===== src/rtl/xor_arb_pkg.sv =====
// Shared definitions for the round-robin XOR-sharing arbiter: FSM encodings
// and default sizing.
package xor_arb_pkg;

   typedef enum logic [1:0] {
      ST_IDLE  = 2'd0,
      ST_ISSUE = 2'd1,
      ST_RESP  = 2'd2
   } arb_state_e;

   localparam int DEF_NREQ  = 4;
   localparam int DEF_W     = 1;
   localparam int DEF_CNT_W = 8;

endpackage


===== src/rtl/xor_share_arbiter_rr_pick.sv =====
// Combinational round-robin picker: first set request bit strictly after
// 'last', wrapping around NREQ.
module rr_pick
   import xor_arb_pkg::*;
#(
   parameter  int NREQ = DEF_NREQ,
   localparam int ID_W = $clog2(NREQ)
) (
   input  logic [NREQ-1:0] req,
   input  logic [ID_W-1:0] last,
   output logic [NREQ-1:0] gnt_onehot,
   output logic [ID_W-1:0] gnt_idx,
   output logic            any
);

   logic            w_found;
   logic [ID_W-1:0] w_cand;

   assign any = |req;

   // Scan forward from last+1; the last slot visited is 'last' itself
   always_comb begin
      gnt_onehot = {NREQ{1'b0}};
      gnt_idx    = {ID_W{1'b0}};
      w_found    = 1'b0;
      w_cand     = {ID_W{1'b0}};
      for (int k = 1; k <= NREQ; k++) begin
         w_cand = ID_W'((int'(last) + k) % NREQ);
         if (!w_found && req[w_cand]) begin
            w_found             = 1'b1;
            gnt_onehot[w_cand]  = 1'b1;
            gnt_idx             = w_cand;
         end else begin
            w_found = w_found;
         end
      end
   end

endmodule


===== src/rtl/xor_share_arbiter.sv =====
// Time-shares one external two-input XOR unit among NREQ requesters with a
// round-robin grant and a three-cycle IDLE -> ISSUE -> RESP sequence.
module xor_share_arbiter
   import xor_arb_pkg::*;
#(
   parameter  int NREQ  = DEF_NREQ,
   parameter  int W     = DEF_W,
   parameter  int CNT_W = DEF_CNT_W,
   localparam int ID_W  = $clog2(NREQ)
) (
   input  logic              clk,
   input  logic              rst_n,
   input  logic [NREQ-1:0]   req_valid,
   output logic [NREQ-1:0]   req_ready,
   input  logic [NREQ*W-1:0] req_in1,
   input  logic [NREQ*W-1:0] req_in2,
   output logic [W-1:0]      xor_in1,
   output logic [W-1:0]      xor_in2,
   input  logic [W-1:0]      xor_out,
   output logic [NREQ-1:0]   rsp_valid,
   output logic [W-1:0]      rsp_data,
   output logic [ID_W-1:0]   grant_id,
   output logic              busy,
   output logic [CNT_W-1:0]  op_count
);

   arb_state_e        r_state;
   arb_state_e        w_next;
   logic [W-1:0]      r_xor_in1, r_xor_in2, r_rsp_data;
   logic [NREQ-1:0]   r_rsp_valid;
   logic [ID_W-1:0]   r_grant_id;
   logic [CNT_W-1:0]  r_op_count;
   logic [NREQ-1:0]   w_gnt_onehot, w_id_onehot;
   logic [ID_W-1:0]   w_gnt_idx;
   logic              w_any;
   logic [W-1:0]      w_sel1, w_sel2;

   rr_pick #(.NREQ(NREQ)) u_pick (
      .req        (req_valid),
      .last       (r_grant_id),
      .gnt_onehot (w_gnt_onehot),
      .gnt_idx    (w_gnt_idx),
      .any        (w_any)
   );

   // Operand mux for the winning requester and one-hot of the held grant
   always_comb begin
      w_sel1      = {W{1'b0}};
      w_sel2      = {W{1'b0}};
      w_id_onehot = {NREQ{1'b0}};
      for (int i = 0; i < NREQ; i++) begin
         if (w_gnt_onehot[i]) begin
            w_sel1 = req_in1[i*W +: W];
            w_sel2 = req_in2[i*W +: W];
         end else begin
            w_sel1 = w_sel1;
            w_sel2 = w_sel2;
         end
         w_id_onehot[i] = (ID_W'(i) == r_grant_id);
      end
   end

   // Next-state and ready: acceptance happens only in IDLE
   always_comb begin
      w_next    = ST_IDLE;
      req_ready = {NREQ{1'b0}};
      case (r_state)
         ST_IDLE: begin
            req_ready = w_gnt_onehot;
            if (w_any) begin
               w_next = ST_ISSUE;
            end else begin
               w_next = ST_IDLE;
            end
         end
         ST_ISSUE: w_next = ST_RESP;
         ST_RESP:  w_next = ST_IDLE;
         default:  w_next = ST_IDLE;
      endcase
   end

   // State register
   always_ff @(posedge clk or negedge rst_n) begin
      if (!rst_n) begin
         r_state <= ST_IDLE;
      end else begin
         r_state <= w_next;
      end
   end

   // Datapath registers: capture operands, sample the XOR result, count completions
   always_ff @(posedge clk or negedge rst_n) begin
      if (!rst_n) begin
         r_xor_in1   <= {W{1'b0}};
         r_xor_in2   <= {W{1'b0}};
         r_rsp_valid <= {NREQ{1'b0}};
         r_rsp_data  <= {W{1'b0}};
         r_grant_id  <= ID_W'(NREQ - 1);
         r_op_count  <= {CNT_W{1'b0}};
      end else begin
         case (r_state)
            ST_IDLE: begin
               if (w_any) begin
                  r_xor_in1  <= w_sel1;
                  r_xor_in2  <= w_sel2;
                  r_grant_id <= w_gnt_idx;
               end
            end
            ST_ISSUE: begin
               r_rsp_data  <= xor_out;
               r_rsp_valid <= w_id_onehot;
            end
            ST_RESP: begin
               r_rsp_valid <= {NREQ{1'b0}};
               r_op_count  <= r_op_count + {{(CNT_W-1){1'b0}}, 1'b1};
            end
            default: begin
               r_rsp_valid <= {NREQ{1'b0}};
            end
         endcase
      end
   end

   assign xor_in1   = r_xor_in1;
   assign xor_in2   = r_xor_in2;
   assign rsp_valid = r_rsp_valid;
   assign rsp_data  = r_rsp_data;
   assign grant_id  = r_grant_id;
   assign op_count  = r_op_count;
   assign busy      = (r_state == ST_ISSUE) || (r_state == ST_RESP);

endmodule

===== config.mk =====
export PLATFORM = sky130hd
export DESIGN_NAME = xor_share_arbiter
export DESIGN_NICKNAME = d
export VERILOG_FILES = /design/src/rtl/xor_arb_pkg.sv /design/src/rtl/xor_share_arbiter_rr_pick.sv /design/src/rtl/xor_share_arbiter.sv
export SDC_FILE = /design/constraint.sdc
export NUM_CORES = 1
export LEC_CHECK = 0
export ABC_AREA = 1
export ABC_CLOCK_PERIOD_IN_PS = 2550
export CORE_AREA = 4 4 85 47
export DETAILED_ROUTE_END_ITERATION = 8
export DIE_AREA = 0 0 89 51
export PLACE_DENSITY = 0.73
export SLEW_MARGIN = 5
export SYNTH_ARGS = -nofsm -noshare
export SYNTH_HDL_FRONTEND = slang
export SYNTH_SLANG_ARGS = --single-unit

===== constraint.sdc =====
create_clock -name clk -period 2.55 [get_ports clk]
set_input_delay 0.51 -clock clk [delete_from_list [all_inputs] [get_ports clk]]
set_output_delay 0.51 -clock clk [all_outputs]
set_load 0.02 [all_outputs]

==> results of run 1 <==
-- worst max-delay path: stages (launching register included) --
cell	delay, ns
dfstp_2	0.58
inv_6	0.04
ha_4	0.30
inv_4	0.05
nand2_4	0.08
nand2_8	0.08
nor2_8	0.21
nand2_4	0.07
inv_4	0.05
a21oi_2	0.05
nand2_2	0.09
nand2_2	0.05
inv_2	0.06
buf_6	0.10
-- cells by family (layout without fill, tap and decap cells) --
kind of cell,count (synthesis),after routing,synth area share [%]
compound gates,17,17,7.848
xor+xnor,7,7,4.321
fa+ha+maj,12,12,10.58
buf+inv,27,87,8.113
flops,19,19,33.69
mux,2,2,1.587
simple gates,90,90,33.86
-- synthesized netlist by cell type (all sizes together) --
| library cell | count |
|---|---|
| mux2 | 2 |
| dfstp | 2 |
| nor4 | 1 |
| dfrtp | 17 |
| buf | 2 |
| inv | 25 |
| nand4 | 3 |
| a41oi | 1 |
| a21oi | 10 |
| nand2 | 53 |
| ha | 12 |
| a21boi | 3 |
| xor2 | 5 |
| o21ai | 3 |
| xnor2 | 2 |
| nand3 | 24 |
| nor2 | 9 |
-- final timing paths --
path                       cells past startpoint         from           end
max                                           13  grant_id[0]  req_ready[3]
min                                            1  op_count[7]   op_count[7]
max reg2reg                                   14  grant_id[0]   grant_id[0]
min reg2reg                                    1  op_count[7]   op_count[7]
max in group asynchronous                      2        rst_n   grant_id[0]
min in group asynchronous                      2        rst_n   op_count[6]
-- metrics by stage --
| step | util [%] | setup WS (ns) | area [µm²] | hold slack (ns) |
|---|---|---|---|---|
| 5_1_grt | 63.70 | -0.1247 | 2092 | 0.5226 |
| 6_report | 63.70 | -0.03779 | 2092 | 0.4813 |
| 3_5_place_dp | 59.62 | -0.4554 | 1958 | 0.4668 |
| 2_1_floorplan | - | 0.01059 | 1419 | 0.2144 |
| 4_1_cts | 60.84 | -0.01189 | 1998 | 0.4827 |
| 3_3_place_gp | 59.62 | -0.4539 | 1958 | 0.4620 |
-- power groups by stage --
stage	sequential (W)	clock (W)	combinational, W
floorplan	0.000675	0	0.00123
global placement	0.000538	0	0.00219
detailed placement	0.000539	0	0.00220
CTS	0.000536	0.000207	0.00222
global route	0.000561	0.000220	0.00266
finish	0.000536	0.000204	0.00243
-- per-layer routing --
| layer | vias to the layer above | share of wire [%] | track usage, % |
|---|---|---|---|
| li1 | 678 | - | - |
| met1 | 579 | 54 | 27.10 |
| met2 | 30 | 39 | 22.41 |
| met3 | 2 | 6.3 | 3.704 |
| met4 | 0 | 0.22 | 1.485 |
| met5 | - | 0 | 0 |
-- cell type report --
| class | count | area share (%) |
|---|---|---|
| timing repair buffer | 58 | 25.48 |
| sequential | 19 | 22.85 |
| tap | 42 | 2.512 |
| multi-input combinational | 128 | 42.05 |
| inverter | 25 | 4.964 |
| clock buffer | 4 | 2.153 |
-- timing repair --
item                       in CTS  in global routing
pin swaps                       1                  9
gates resized for setup        22                 22
setup buffers                   0                  3
hold endpoints to repair        0                  0
setup endpoints to repair       4                  4
-- flip-flops by register name (all words and copies together), names as in the netlist --
| signal | cells |
|---|---|
| op_count | 8 |
| rsp_valid | 4 |
| grant_id | 2 |
| r_state | 2 |
| rsp_data | 1 |
| xor_in1 | 1 |
| xor_in2 | 1 |
==> flow_summary_export.csv, run 1 <==
group,metric,value,unit
route,wirelength,3590,µm
sta,tightest_slew,0.4006,ns
synth,yosysUniqueCellTypes,30,
die,rows,15,
pwr,cellPowerDensity,1514,nW/µm²
cells_and_area,final_layout_size_suffix_gt1_share,31.20,%
cells_and_area,multi_input_area,879.6,µm²
cells_and_area,final_common_cell,"nand2_1",
sta,fmax,386.4,MHz
grt,antenna_found_initial,0,
synth,syn_avg_cell_area,8.154,µm²
grt,grt_pass1_vias,1241,
pwr,switching_share,48.84,%
clocking,cts_sinks,19,
clocking,htreeDepth,1,
sta,period_share,101.5,%
die,die_h,51,µm
die,die-area,4539,µm²
clocking,cts_hold_buf,0,
setup_path,start_kind,"register",
route,via_count,1289,
grt,grt_pass1_wl,5892,µm
pwr,p_comb_share,76.6,%
synth,synth_seq_area_share,33.69,%
clocking,cts_tree,"done",
sta,setup_viol,1,
clocking,insertion_delay,0.25,ns
setup_path,arrival,2.08,ns
run,cap_viol_max_count,0,
pwr,p_switching,0.001547,W
sta,fin_setup_tns,-0.03779,ns
die,die_x,89,µm
placed_design,dp.cells,269,
route,dr.first_iter.drc_count,57,
synth,synthTopCellsByArea,"dfrtp_1 (30%), nand2_1 (12%), ha_1 (11%)",
cells_and_area,final_cell_mix,"nand2_1 (41), clkdlybuf4s50_1 (31), buf_4 (21)",
synth,synth_top_area_share,29.98,%
setup_path,critical_path_peak_fanout,8,
synth,syn-num-nets,201,
cells_and_area,n_antenna_cell,0,
cells_and_area,nets,262,
route,drt-wirelength-per-cell,13.01,µm
synth,yosys_warnings,0,
placed_design,dp_hpwl,2760,µm
outcome,status,"finished with violations",
pwr,p_int,0.001621,W
sta,period_minus_slack,2.588,ns
sta,hold_violations,0,
clocking,cts_buffers,3,
synth,synthesis.area,1419,µm²
cells_and_area,regArea,478.0,µm²
setup_path,path_class,"reg2out",
setup_path,cp.required,2.04,ns
clocking,cts.path.max_buffers,2,
pwr,power_frac_seq,16.9,%
sta,fin_ws,-0.03779,ns
sta,skew,0.002743,ns
grt,grt_overflow_total,0,
die,core,3284,µm²
grt,track_usage,16.58,%
route,drc,0,
sta,slew_violations,0,
sta,rsz0062_at_grt,"yes",
placed_design,gp_congestion,0.8593,
grt,grt_max_degree,20,
sta,slew_headroom,73.30,%
die,initial_core_util,43.20,%
setup_path,end_kind,"output port",
placed_design,numPortBuffers,36,
route,antenna_violating_nets_post_route,0,
pwr,power_leakage,1.058,nW
pwr,power,0.003168,W
route,drtPass1Iterations,4,
die,num_io_pins,37,
pwr,power_frac_clock,6.5,%
setup_path,r2r_setup_slack,0.43,ns
clocking,cts_root_buf,"clkbuf_8",
synth,yosysTopAreaCell,"dfrtp_1",
clocking,clk_pin_slew_worst_paths,0.07,ns
outcome,violations,"negative setup slack",
synth,synth_seq_cells,19,
pwr,ir_worst_vdd,0.0008186,V
cells_and_area,final.fill_count,286,
hold_path,hp-class,"reg2reg",
route,vias_per_cell,4.670,
synth,synth_cells,174,
cells_and_area,fin_cells,276,
cells_and_area,area_delta_synth_final,47.44,%
Note: power is estimated with default switching activity, not from simulation.
==> inputs of run 2 (changes only) <==
--- a/config.mk
+++ b/config.mk
@@ -6,6 +6,6 @@
 export NUM_CORES = 1
 export LEC_CHECK = 0
-export ABC_AREA = 1
 export ABC_CLOCK_PERIOD_IN_PS = 2550
+export CAP_MARGIN = 10
 export CORE_AREA = 4 4 85 47
 export DETAILED_ROUTE_END_ITERATION = 8
==> constraint.sdc (replaced) <==
create_clock -name clk -period 2.55 [get_ports clk]
set_input_delay 0.765 -clock clk [delete_from_list [all_inputs] [get_ports clk]]
set_output_delay 0.765 -clock clk [all_outputs]
set_load 0.02 [all_outputs]
==> flow_summary_export.csv, run 2 <==
group,metric,value,unit
synth,synthTopCellsByArea,"dfrtp_1 (30%), ha_1 (11%), buf_6 (4.8%)",
synth,synth_seq_cells,19,
grt,grt_pass1_wl,6713,µm
synth,synth_top_area_share,30.01,%
sta,fmax,300.5,MHz
cells_and_area,final.fill_count,253,
pwr,p_int,0.001893,W
pwr,power,0.003333,W
placed_design,post_dp_cell_area,2047,µm²
synth,synth_compound_area_share,15.98,%
route,vias_per_cell,5.365,
setup_path,r2r-start,"grant_id[0]",
sta,period_minus_slack,3.328,ns
cells_and_area,largest_register_ff_count,8,
setup_path,start_kind,"register",
pwr,power_frac_clock,6.4,%
route,dr.first_iter.drc_count,83,
synth,yosysTopAreaCell,"dfrtp_1",
cells_and_area,n_antenna_cell,0,
hold_path,hold_end,"op_count[7]",
clocking,cts_tree,"done",
setup_path,crit_chain,"inv_4 > ha_4 > mux4_2 > buf_6 > nand3b_1 > a21oi_1 > a221o_2 > and2_4 > buf_6",
setup_path,r2r_setup_slack,-0.21,ns
clocking,cts_sinks,19,
die,num_io_pins,37,
grt,grt_pass1_vias,1334,
clocking,insertion_delay,0.25,ns
setup_path,arrival,2.56,ns
pwr,power_leakage,1.009,nW
synth,syn_avg_cell_area,10.74,µm²
pwr,cellPowerDensity,1490,nW/µm²
synth,synth_top_family_by_area,"compound AO/OA/AOI/OAI gates",
synth,yosysUniqueCellTypes,39,
synth,async_reset_ff_share,100.0,%
route,drt-wirelength-per-cell,16.86,µm
cells_and_area,final_layout_size_suffix_gt1_share,39.61,%
sta,hold_violations,0,
pwr,p_switching,0.001440,W
route,drc,0,
pwr,p_comb_share,77.5,%
route,via_count,1336,
synth,muxShareOfSynthArea,12.80,%
sta,rsz0062_at_grt,"yes",
placed_design,gp_congestion,0.8995,
pwr,ir_worst_vdd,0.0008381,V
cells_and_area,final_cell_mix,"buf_4 (37), clkdlybuf4s50_1 (27), dfrtp_1 (17)",
synth,synthMostInstantiatedCell,"dfrtp_1",
placed_design,dp.cells,238,
sta,tightest_slew,0.4313,ns
die,die_h,51,µm
synth,synth_xor_area_share,4.325,%
synth,synth-edff-count,0,
die,die_x,89,µm
grt,antenna_found_initial,0,
hold_path,hp-start,"op_count[7]",
sta,slew_violations,0,
clocking,cts_buffers,3,
setup_path,critical_path_peak_fanout,5,
setup_path,cp_slowest_cell,"dfstp_2",
setup_path,worst_path_most_repeated_cell,"buf_6",
setup_path,cp.required,1.79,ns
synth,synth_fa_ha_area_share,10.59,%
setup_path,worstRegToRegCells,10,
hold_path,hp-class,"reg2reg",
clocking,cts_hold_buf,0,
cells_and_area,area_delta_synth_final,57.81,%
hold_path,min_path_cells,1,
synth,synth_cells,132,
sta,skew,0.003958,ns
clocking,cts.path.max_buffers,2,
pwr,power_frac_seq,16.2,%
sta,setup_viol,6,
clocking,htreeDepth,1,
outcome,violations,"negative setup slack",
synth,synthSimpleGateAreaFrac,15.98,%
die,initial_core_util,43.16,%
sta,period_share,130.5,%
die,core,3284,µm²
die,die-area,4539,µm²
run,cap_viol_max_count,0,
setup_path,end_kind,"output port",
synth,synthFlopType,"dfrtp_1",
sta,whs,0.4725,ns
placed_design,dp_hpwl,3260,µm
synth,yosys-top-cells-count,"dfrtp_1 (17), nand2_1 (15), ha_1 (12)",
sta,fin_ws,-0.7783,ns
synth,syn-num-nets,159,
synth,synth_seq_area_share,33.72,%
route,antenna_violating_nets_post_route,0,
synth,synthesis.area,1418,µm²
synth,yosys_warnings,0,
route,drtPass1Iterations,4,
clocking,clk_pin_slew_worst_paths,0.07,ns
pwr,switching_share,43.20,%
cells_and_area,nets,235,
setup_path,path_class,"reg2out",
grt,grt_max_degree,13,
grt,track_usage,19.64,%
setup_path,crit_path_max_incr_delay,0.55,ns
route,wirelength,4197,µm
placed_design,numPortBuffers,36,
setup_path,r2r-end,"xor_in2",
cells_and_area,final_area,2237,µm²
cells_and_area,fin_cells,249,
cells_and_area,final_common_cell,"buf_4",
grt,grt_overflow_total,0,
die,rows,15,
outcome,status,"finished with violations",
clocking,cts_root_buf,"clkbuf_8",
sta,slew_headroom,71.16,%
-- run 2: cell count changes after synthesis, moves of 4 or more --
| cell | previous run | this run |
|---|---|---|
| buf_6 | 1 | 6 |
| a21oi_2 | 4 | 0 |
| nand2_2 | 5 | 1 |
| nand2_1 | 44 | 15 |
| nand3_1 | 20 | 1 |
| o21ai_0 | 1 | 5 |
| inv_2 | 5 | 0 |
| inv_1 | 19 | 6 |
| mux2_2 | 2 | 6 |
| and2_1 | 0 | 5 |
-- run 2: final cells by class --
type                            count  area, µm²  area share, %
Timing Repair Buffer               78      693.2          30.98
Tap cell                           42      52.55          2.349
Inverter                            6      25.02          1.119
Sequential cell                    19      478.0          21.36
Multi-Input combinational cell    100      943.4          42.17
Clock buffer                        4      45.04          2.013
-- run 2: what timing repair did --
action | in CTS | in global routing
pin swaps | 4 | 1
buffers inserted | 6 | 2
resized for setup | 37 | 11
endpoints found under the setup margin | 7 | 7
-- run 2: kinds of logic (layout without fill, tap and decap cells) --
group / count (synthesis) / in the layout
fa+ha+maj: 12 / 12
flops: 19 / 19
xor+xnor: 7 / 7
simple gates: 39 / 39
mux: 12 / 12
compound gates: 30 / 30
buf+inv: 13 / 88
-- run 2: per-stage QoR --
step,setup WS (ns),TNS [ns],utilization (%)
after global routing,-0.9011,-4.165,68.11
final,-0.7783,-3.460,68.11
after global placement,-1.376,-7.220,62.32
after detailed placement,-1.430,-7.671,62.32
after CTS,-0.8012,-3.664,66.40
after floorplan,-0.8871,-4.687,-
-- run 2: power groups by stage --
| stage | combinational, W | sequential (W) | clock [W] |
|---|---|---|---|
| final | 0.00258 | 0.000539 | 0.000213 |
| after global routing | 0.00277 | 0.000559 | 0.000225 |
| after CTS | 0.00245 | 0.000538 | 0.000213 |
| after detailed placement | 0.00224 | 0.000542 | 0 |
| after global placement | 0.00216 | 0.000536 | 0 |
| after floorplan | 0.00117 | 0.000681 | 0 |
-- run 2: worst max path at each step --
stage / startpoint / end / slack, ns
6_report: grant_id[0] / req_ready[3] / -0.78
5_1_grt: grant_id[0] / req_ready[3] / -0.90
4_1_cts: grant_id[0] / req_ready[3] / -0.80
3_5_place_dp: req_valid[3] / req_ready[3] / -1.43
3_3_place_gp: req_valid[3] / req_ready[3] / -1.38
2_1_floorplan: grant_id[0] / req_ready[3] / -0.89
-- run 2: critical path, delay by kind of cell, from the launching register on --
kind	cells	cell delay (ns)
adder cells (fa/ha/maj)	1	0.27
multiplexers	1	0.55
buffers and inverters	3	0.31
flip-flops	1	0.55
AO/OA/AOI/OAI	2	0.38
AND/OR/NAND/NOR	2	0.24
-- run 2: layer usage --
metal	vias to the layer above	wire length [µm]	track usage, %
met5	-	0	0
met4	0	53	3.713
met3	4	230	3.382
met2	38	1825	30.17
met1	659	2087	29.08
li1	635	-	-
==> inputs of run 3 (changes only) <==
==> constraint.sdc (replaced) <==
create_clock -name clk -period 2.55 [get_ports clk]
set_input_delay 0.51 -clock clk [delete_from_list [all_inputs] [get_ports clk]]
set_output_delay 0.51 -clock clk [all_outputs]
set_load 0.02 [all_outputs]
==> flow_summary_export.csv, run 3 (synthesis results as in run 2) <==
group,metric,value,unit
run,cap_viol_max_count,0,
placed_design,numPortBuffers,36,
setup_path,arrival,2.61,ns
clocking,cts_hold_buf,0,
route,dr.first_iter.drc_count,85,
setup_path,r2r-end,"xor_in2",
sta,skew,0.005172,ns
die,die_h,51,µm
sta,period_minus_slack,3.115,ns
route,wirelength,4253,µm
setup_path,r2r_setup_slack,-0.31,ns
clocking,cts_sinks,19,
cells_and_area,multi_input_area,955.9,µm²
cells_and_area,final_cell_mix,"buf_4 (43), clkdlybuf4s50_1 (29), dfrtp_1 (17)",
clocking,insertion_delay,0.25,ns
pwr,cellPowerDensity,1521,nW/µm²
sta,slew_violations,0,
die,die-area,4539,µm²
setup_path,cp_slowest_cell,"dfstp_2",
cells_and_area,final_common_cell,"buf_4",
sta,rsz0062_at_grt,"yes",
grt,grt_pass1_wl,6879,µm
cells_and_area,nets,241,
setup_path,cp.required,2.04,ns
pwr,ir_worst_vdd,0.001004,V
grt,grt_pass1_vias,1387,
setup_path,cp-startpoint,"grant_id[0]",
sta,tightest_slew,0.8222,ns
placed_design,dp.cells,237,
cells_and_area,final_layout_size_suffix_gt1_share,41.31,%
setup_path,start_kind,"register",
setup_path,cp-endpoint,"req_ready[0]",
placed_design,dp_hpwl,3100,µm
sta,period_share,122.2,%
grt,grt_max_degree,20,
setup_path,r2r-start,"grant_id[0]",
route,antenna_violating_nets_post_route,0,
setup_path,worst_path_most_repeated_cell,"buf_6",
pwr,power_leakage,1.047,nW
sta,fin_ws,-0.5653,ns
clocking,cts.path.max_buffers,2,
setup_path,path_class,"reg2out",
die,die_x,89,µm
cells_and_area,final.fill_count,229,
placed_design,gp_congestion,0.9028,
grt,track_usage,19.95,%
sta,fmax,321.0,MHz
sta,hold_violations,0,
die,num_io_pins,37,
setup_path,crit_chain,"inv_4 > ha_4 > mux4_2 > buf_6 > and4bb_2 > a2111oi_4 > a21boi_2 > buf_6",
clocking,cts_root_buf,"clkbuf_8",
hold_path,hp-class,"reg2reg",
cells_and_area,regArea,478.0,µm²
pwr,power,0.003500,W
setup_path,critical_path_peak_fanout,5,
sta,slew_headroom,45.02,%
cells_and_area,n_antenna_cell,0,
outcome,violations,"negative setup slack",
route,via_count,1367,
route,vias_per_cell,5.361,
die,rows,15,
route,drt-wirelength-per-cell,16.68,µm
cells_and_area,fin_cells,255,
route,drtPass1Iterations,4,
cells_and_area,area_delta_synth_final,62.31,%
route,drc,0,
grt,antenna_found_initial,0,
cells_and_area,largest_register_ff_count,8,
clocking,clk_pin_slew_worst_paths,0.06,ns
setup_path,crit_path_max_incr_delay,0.56,ns
clocking,htreeDepth,1,
outcome,status,"finished with violations",
clocking,cts_buffers,3,
die,initial_core_util,43.16,%
setup_path,worstRegToRegCells,11,
sta,setup_viol,6,
grt,grt_overflow_total,0,
setup_path,end_kind,"output port",
clocking,cts_tree,"done",
die,core,3284,µm²
sta,fin_setup_tns,-2.720,ns
-- run 3: through the flow --
step / hold slack [ns] / utilization (%) / setup slack [ns] / area (µm²)
6_report: 0.4918 / 70.06 / -0.5653 / 2301
5_1_grt: 0.5345 / 70.06 / -0.6668 / 2301
4_1_cts: 0.5033 / 68.50 / -0.5215 / 2250
3_5_place_dp: 0.4883 / 62.10 / -0.9232 / 2039
3_3_place_gp: 0.4596 / 62.10 / -0.8630 / 2039
2_1_floorplan: 0.2144 / - / -0.6321 / 1443
-- run 3: worst min-delay path by stage --
stage	startpoint	end	slack (ns)	cells after the start
final	rsp_valid[1]	rsp_valid[1]	0.49	2
after global routing	op_count[5]	op_count[5]	0.53	1
after CTS	rsp_valid[1]	rsp_valid[1]	0.50	2
after detailed placement	rsp_valid[1]	rsp_valid[1]	0.49	2
after global placement	op_count[7]	op_count[7]	0.46	1
after floorplan	rst_n	op_count[0]	0.21	0
-- run 3: timing repair --
item                       4_1_cts  5_1_grt
setup endpoints to repair        6        6
buffers inserted                11        3
gates resized for setup         40        5
pin swaps                        3        5
-- run 3: final cells by class --
cell class                      instances  share of cell area, %
Sequential cell                        19                  20.77
Inverter                                6                  1.088
Clock buffer                            4                  1.958
Multi-Input combinational cell        100                  41.54
Timing Repair Buffer                   84                  32.35
Tap cell                               42                  2.284
-- run 3: where the power goes --
| part | total (W) | switching (W) | internal (W) |
|---|---|---|---|
| combinational | 0.00275 | 0.00127 | 0.00148 |
| sequential | 0.000541 | 0.000101 | 0.000440 |
| clock | 0.000204 | 0.0000930 | 0.000111 |
-- run 3: per-layer routing --
layer	share of wire (%)	track usage (%)	wire length [µm]	vias to the layer above
li1	-	-	-	649
met1	46	28.81	1958	664
met2	46	31.40	1952	48
met3	7.0	2.738	297	6
met4	1.0	5.198	44	0
met5	0	0	0	-
-- run 3: critical path, delay by kind of cell (launching register included) --
family                     cells  cell delay (ns)
AOI/OAI and AO/OA              2             0.38
and+or+nand+nor                1             0.23
DFF                            1             0.56
buffers and inverters          3             0.34
muxes                          1             0.56
adders and majority gates      1             0.26
